`src/rtl/pipeline_ctrl_pkg.sv`:
```
// Shared types for the pipeline hazard sequencer: FSM state encoding and register-zero constant.
// Pure declarations; no latency or flow control of its own.
package pipeline_ctrl_pkg;

  localparam int STATE_W  = 2;
  localparam int REG_ZERO = 0;

  typedef enum logic [STATE_W-1:0] {
    ST_RUN      = 2'd0,
    ST_MEM_WAIT = 2'd1,
    ST_ERROR    = 2'd2
  } ctrl_state_e;

endpackage

```
`src/rtl/mem_wait_timer.sv`:
```
// Cycle counter for data-memory waits; tc flags the last tolerated cycle (MEM_TIMEOUT-1).
// State updates one cycle after start/en/clr; no flow control.
module mem_wait_timer #(
  parameter int MEM_TIMEOUT = 16,
  localparam int W = (MEM_TIMEOUT > 2) ? $clog2(MEM_TIMEOUT) : 1
) (
  input  logic clk_i,
  input  logic rst_i,
  input  logic clr,
  input  logic start,
  input  logic en,
  output logic tc
);

  logic [W-1:0] cnt_q;

  // start loads 1 because the cycle that raised the stall is already the first wait cycle
  always_ff @(posedge clk_i) begin
    if (rst_i || clr) begin
      cnt_q <= '0;
    end else if (start) begin
      cnt_q <= W'(1);
    end else if (en) begin
      cnt_q <= cnt_q + W'(1);
    end
  end

  assign tc = (cnt_q == W'(MEM_TIMEOUT - 1));

endmodule

```
`src/rtl/pipeline_hazard_ctrl.sv`:
```
// Stall/flush sequencer for the 5-stage pipeline; Mealy controls (zero latency), memory-wait watchdog.
// Optional saturating stall/flush counters when CTRL_PERF_EN is defined.
module pipeline_hazard_ctrl
  import pipeline_ctrl_pkg::*;
#(
  parameter int REG_AW      = 5,
  parameter int MEM_TIMEOUT = 16,
  parameter int CNT_W       = 16
) (
  input  logic              clk_i,
  input  logic              rst_i,
  input  logic [REG_AW-1:0] ifid_rs_i,
  input  logic [REG_AW-1:0] ifid_rt_i,
  input  logic              idex_memread_i,
  input  logic [REG_AW-1:0] idex_rt_i,
  input  logic              branch_taken_i,
  input  logic              dmem_req_i,
  input  logic              dmem_ack_i,
  output logic              pc_hold_o,
  output logic              ifid_hold_o,
  output logic              ifid_flush_o,
  output logic              idex_bubble_o,
  output logic              exmem_hold_o,
  output logic              memwb_bubble_o,
  output logic [STATE_W-1:0] state_o,
  output logic              err_o
`ifdef CTRL_PERF_EN
  ,
  output logic [CNT_W-1:0]  stall_cnt_o,
  output logic [CNT_W-1:0]  flush_cnt_o
`endif
);

  ctrl_state_e state_q;
  logic        err_q;
  logic        load_use;
  logic        mem_stall;
  logic        tmr_start;
  logic        tmr_en;
  logic        tmr_clr;
  logic        tmr_tc;

  assign load_use = idex_memread_i && (idex_rt_i != REG_AW'(REG_ZERO)) &&
                    ((idex_rt_i == ifid_rs_i) || (idex_rt_i == ifid_rt_i));
  assign mem_stall = dmem_req_i && !dmem_ack_i;

  // Controls are forced quiet while reset is asserted so the stages never see a stale hold.
  always_comb begin
    pc_hold_o      = 1'b0;
    ifid_hold_o    = 1'b0;
    ifid_flush_o   = 1'b0;
    idex_bubble_o  = 1'b0;
    exmem_hold_o   = 1'b0;
    memwb_bubble_o = 1'b0;
    if (!rst_i) begin
      unique case (state_q)
        ST_RUN: begin
          if (mem_stall) begin
            pc_hold_o      = 1'b1;
            ifid_hold_o    = 1'b1;
            exmem_hold_o   = 1'b1;
            memwb_bubble_o = 1'b1;
          end else if (load_use) begin
            pc_hold_o     = 1'b1;
            ifid_hold_o   = 1'b1;
            idex_bubble_o = 1'b1;
          end else if (branch_taken_i) begin
            ifid_flush_o = 1'b1;
          end
        end
        ST_MEM_WAIT: begin
          if (!dmem_ack_i) begin
            pc_hold_o      = 1'b1;
            ifid_hold_o    = 1'b1;
            exmem_hold_o   = 1'b1;
            memwb_bubble_o = 1'b1;
          end
        end
        ST_ERROR: begin
          pc_hold_o      = 1'b1;
          ifid_hold_o    = 1'b1;
          exmem_hold_o   = 1'b1;
          memwb_bubble_o = 1'b1;
        end
        default: ;
      endcase
    end
  end

  assign tmr_start = (state_q == ST_RUN) && mem_stall;
  assign tmr_clr   = (state_q == ST_MEM_WAIT) && dmem_ack_i;
  assign tmr_en    = (state_q == ST_MEM_WAIT) && !dmem_ack_i && !tmr_tc;

  mem_wait_timer #(
    .MEM_TIMEOUT(MEM_TIMEOUT)
  ) u_timer (
    .clk_i (clk_i),
    .rst_i (rst_i),
    .clr   (tmr_clr),
    .start (tmr_start),
    .en    (tmr_en),
    .tc    (tmr_tc)
  );

  always_ff @(posedge clk_i) begin
    if (rst_i) begin
      state_q <= ST_RUN;
      err_q   <= 1'b0;
    end else begin
      unique case (state_q)
        ST_RUN:      if (mem_stall) state_q <= ST_MEM_WAIT;
        ST_MEM_WAIT: begin
          if (dmem_ack_i) begin
            state_q <= ST_RUN;
          end else if (tmr_tc) begin
            state_q <= ST_ERROR;
            err_q   <= 1'b1;
          end
        end
        ST_ERROR:    state_q <= ST_ERROR;
        default:     state_q <= ST_RUN;
      endcase
    end
  end

  assign state_o = state_q;
  assign err_o   = err_q;

`ifdef CTRL_PERF_EN
  always_ff @(posedge clk_i) begin
    if (rst_i) begin
      stall_cnt_o <= '0;
      flush_cnt_o <= '0;
    end else begin
      if (pc_hold_o && (stall_cnt_o != '1)) stall_cnt_o <= stall_cnt_o + CNT_W'(1);
      if (ifid_flush_o && (flush_cnt_o != '1)) flush_cnt_o <= flush_cnt_o + CNT_W'(1);
    end
  end
`else
  localparam int unused_cnt_w = CNT_W;
`endif

endmodule

```
`config.mk`:
```
export PLATFORM = sky130hd
export DESIGN_NAME = pipeline_hazard_ctrl
export DESIGN_NICKNAME = d
export VERILOG_FILES = /design/src/rtl/pipeline_ctrl_pkg.sv /design/src/rtl/mem_wait_timer.sv /design/src/rtl/pipeline_hazard_ctrl.sv
export SDC_FILE = /design/constraint.sdc
export NUM_CORES = 1
export LEC_CHECK = 0
export CORE_UTILIZATION = 39
export CTS_CLUSTER_DIAMETER = 150
export CTS_CLUSTER_SIZE = 24
export DETAILED_ROUTE_END_ITERATION = 8
export PLACE_DENSITY = 0.85
export SLEW_MARGIN = 5
export SYNTH_ARGS = -nofsm -noshare
export SYNTH_HDL_FRONTEND = slang
export SYNTH_SLANG_ARGS = --single-unit
```
`constraint.sdc`:
```
create_clock -name clk_i -period 5.1 [get_ports clk_i]
set_clock_uncertainty 0.15 [all_clocks]
set_input_delay 1.02 -clock clk_i [delete_from_list [all_inputs] [get_ports clk_i]]
set_output_delay 1.02 -clock clk_i [all_outputs]
set_load 0.02 [all_outputs]
```
==> results.cfg <==
[timing]
period_share_pct = 83.58
tightest_slew_ns = 0.5406
timing.fmax_mhz = 234.6
rsz0062_at_grt = false
fin_ws_ns = 0.8373
fin_setup_tns_ns = 0
setup_viol = 0
hold_viol_final = 0
fin_crit_ns = 4.263
maxSlewHeadroom_pct = 63.03
maxSlewViolCount = 0

[synth]
syn_nets = 88
syn_inst = 66
ys_warn_count = 0
ys_ff_latch = 7
avgSynthCellArea_sq_um = 8.000
synth.distinct_cells = 27
synth_area_leader_cell = dfxtp_1
yosys-top-cells-area = dfxtp_1 (27%), xor2_1 (20%), nor3_1 (5.7%)
synth_edf_count = 0
synth_top_flop_cell = dfxtp_1
async_flop_share_pct = 0
synth.yosys.seq_area_share_pct = 26.54
syn-cell-area_sq_um = 528.0
synth_top_area_share_pct = 26.54

[clock_network]
htree_levels = 1
clk_latency_ns = 0.25
holdBufCountCts = 0
tritoncts = built
root_buffer = clkbuf_4
clk_pin_slew_worst_paths_ns = 0.05
numClockSinks = 7
cts_buffers = 3
cts_resized = 0
cts_setup_buffers = 0
cts_max_path_buffers = 2

[pwr]
ir_drop_mv = 0.1689
power.density_nw_per_um2 = 182.0
p_leak_nw = 0.3249

[hold_path]
hold_class = flip-flop to flip-flop
holdCritStartpoint = err_o
whs_path_depth = 2

[global_route]
antenna_found_initial = 0
gr-total-overflow = 0
grt_pass1_wl_microns = 2014
first_global_vias = 520
grt_max_degree = 13
grt_use_total_pct = 19.88

[routing]
vias_per_cell = 5.165
dr_total_vias = 563
first_iter_violations = 10
drt-total-wl_microns = 1283
drc = 0
ant_nets = 0
wl_per_cell_microns = 11.77
firstDrtPassIters = 4

[cells_and_area]
layout-drive-gt1-share_pct = 4.211
nets = 118
antenna_cells = 0
area_growth_pct = 58.06

[die]
die_w_microns = 38.80
dieArea_sq_um = 1505
coreArea_sq_um = 1186
fp-row-count = 12
fp.dieH_microns = 38.80
start_util_pct = 44.51
io_pins = 30

[worst_setup_path]
arrival_ns = 3.09
end_kind = output port
cp_max_fo = 11
worstReg2RegStart = u_timer.cnt_q[0]
critPathLaunchType = primary input
crit_type = primary input to output port
worstPathRequired_ns = 3.93
cp-startpoint = rst_i
rr_worst_depth = 5

[place]
preCtsSetupSlack_ns = 0.8348
io_buffer_count = 29
hpwl_microns = 1090
routabilityCongestion = 0.7908

[run]
max_cap_violations = 0

[outcome]
run_status = completed
-- layer usage --
| layer | global-route usage (%) | share of wire [%] |
|---|---|---|
| met5 | 0 | 0 |
| met3 | 10.40 | 6.4 |
| met4 | 5.172 | 0.23 |
| met2 | 35.42 | 50 |
| met1 | 19.93 | 43 |
-- cell usage after synthesis (2+ instances only) --
library cell,count
a21oi_1,2
and3_1,2
buf_4,3
dfxtp_1,7
inv_1,3
mux2i_1,2
nand3_1,4
nand4_1,2
nor2_1,5
nor3_1,6
o21ai_0,3
xor2_1,12
-- placed cells by master (no fill, tap or decap) --
master | Yosys | routed
or3_1 | 1 | 1
dfxtp_1 | 7 | 7
a211oi_1 | 1 | 1
o22ai_1 | 1 | 1
o211a_1 | 1 | 1
nor3b_1 | 1 | 1
nand2_1 | 1 | 1
nor2b_1 | 1 | 1
xor2_1 | 12 | 12
or4_1 | 1 | 1
clkbuf_4 | 0 | 3
and2_1 | 1 | 1
clkbuf_1 | 0 | 1
a31oi_1 | 1 | 1
ha_1 | 1 | 1
mux2i_1 | 2 | 2
clkdlybuf4s50_1 | 0 | 29
a22oi_1 | 1 | 1
nor2_1 | 5 | 5
o21ai_0 | 3 | 3
a2111oi_0 | 1 | 1
a21oi_1 | 2 | 2
and3_1 | 2 | 2
inv_1 | 3 | 3
nand3_1 | 4 | 4
nand4_1 | 2 | 2
o21ai_2 | 1 | 1
nor3_1 | 6 | 6
-- state kept, by name, summed over array words and instances, names as in the netlist --
signal and cells:
u_timer.cnt_q 4, state_o 2, err_o 1
-- area by class of cell --
type | instances | area (sq um)
Sequential cell | 7 | 140.1
Timing Repair Buffer | 29 | 290.3
Tap cell | 14 | 17.52
Multi-Input combinational cell | 52 | 349.1
Inverter | 3 | 11.26
Fill cell | 99 | 351.6
Clock buffer | 4 | 26.28
-- path summary, 6_finish.rpt --
| kind | end | slack, ns |
|---|---|---|
| worst min-delay path | err_o | 0.31 |
| worst max register to register | u_timer.cnt_q[0] | 3.66 |
| worst max-delay path | idex_bubble_o | 0.84 |
| worst min register to register | err_o | 0.31 |
-- stage by stage --
| step | hold WS (ns) | cell area, sq um | power (mW) | std cells | util, % |
|---|---|---|---|---|---|
| 6_report | 0.3101 | 834.6 | 0.1519 | 109 | 70.36 |
| 5_1_grt | 0.3358 | 834.6 | 0.1608 | 109 | 70.36 |
| 4_1_cts | 0.3152 | 834.6 | 0.1528 | 109 | 70.36 |
| 3_5_place_dp | 0.3039 | 808.3 | 0.1033 | 105 | 68.14 |
| 3_3_place_gp | 0.3174 | 808.3 | 0.1026 | 105 | 68.14 |
| 2_1_floorplan | 0.3505 | 528.0 | 0.07919 | 66 | - |
-- critical path: stages --
cell             delay, ns
clkdlybuf4s50_1       0.59
a2111oi_0             0.60
nor3b_1               0.25
clkdlybuf4s50_1       0.63
-- power by group --
part | internal (mW) | switching, mW
logic | 0.0259 | 0.0184
clock network | 0.0298 | 0.0199
registers | 0.0560 | 0.00191
total | 0.112 | 0.0403
-- kinds of logic (layout without fill, tap and decap cells) --
group | after synthesis | count (layout) | synth area share [%]
multiplexers | 2 | 2 | 3.792
buffers and inverters | 7 | 36 | 7.345
adder cells (fa/ha/maj) | 1 | 1 | 2.369
AND/OR/NAND/NOR | 25 | 25 | 24.88
flip-flops | 7 | 7 | 26.54
AO/OA/AOI/OAI | 12 | 12 | 15.17
XOR/XNOR | 12 | 12 | 19.91
No activity file was read; power rests on OpenSTA's default activity.
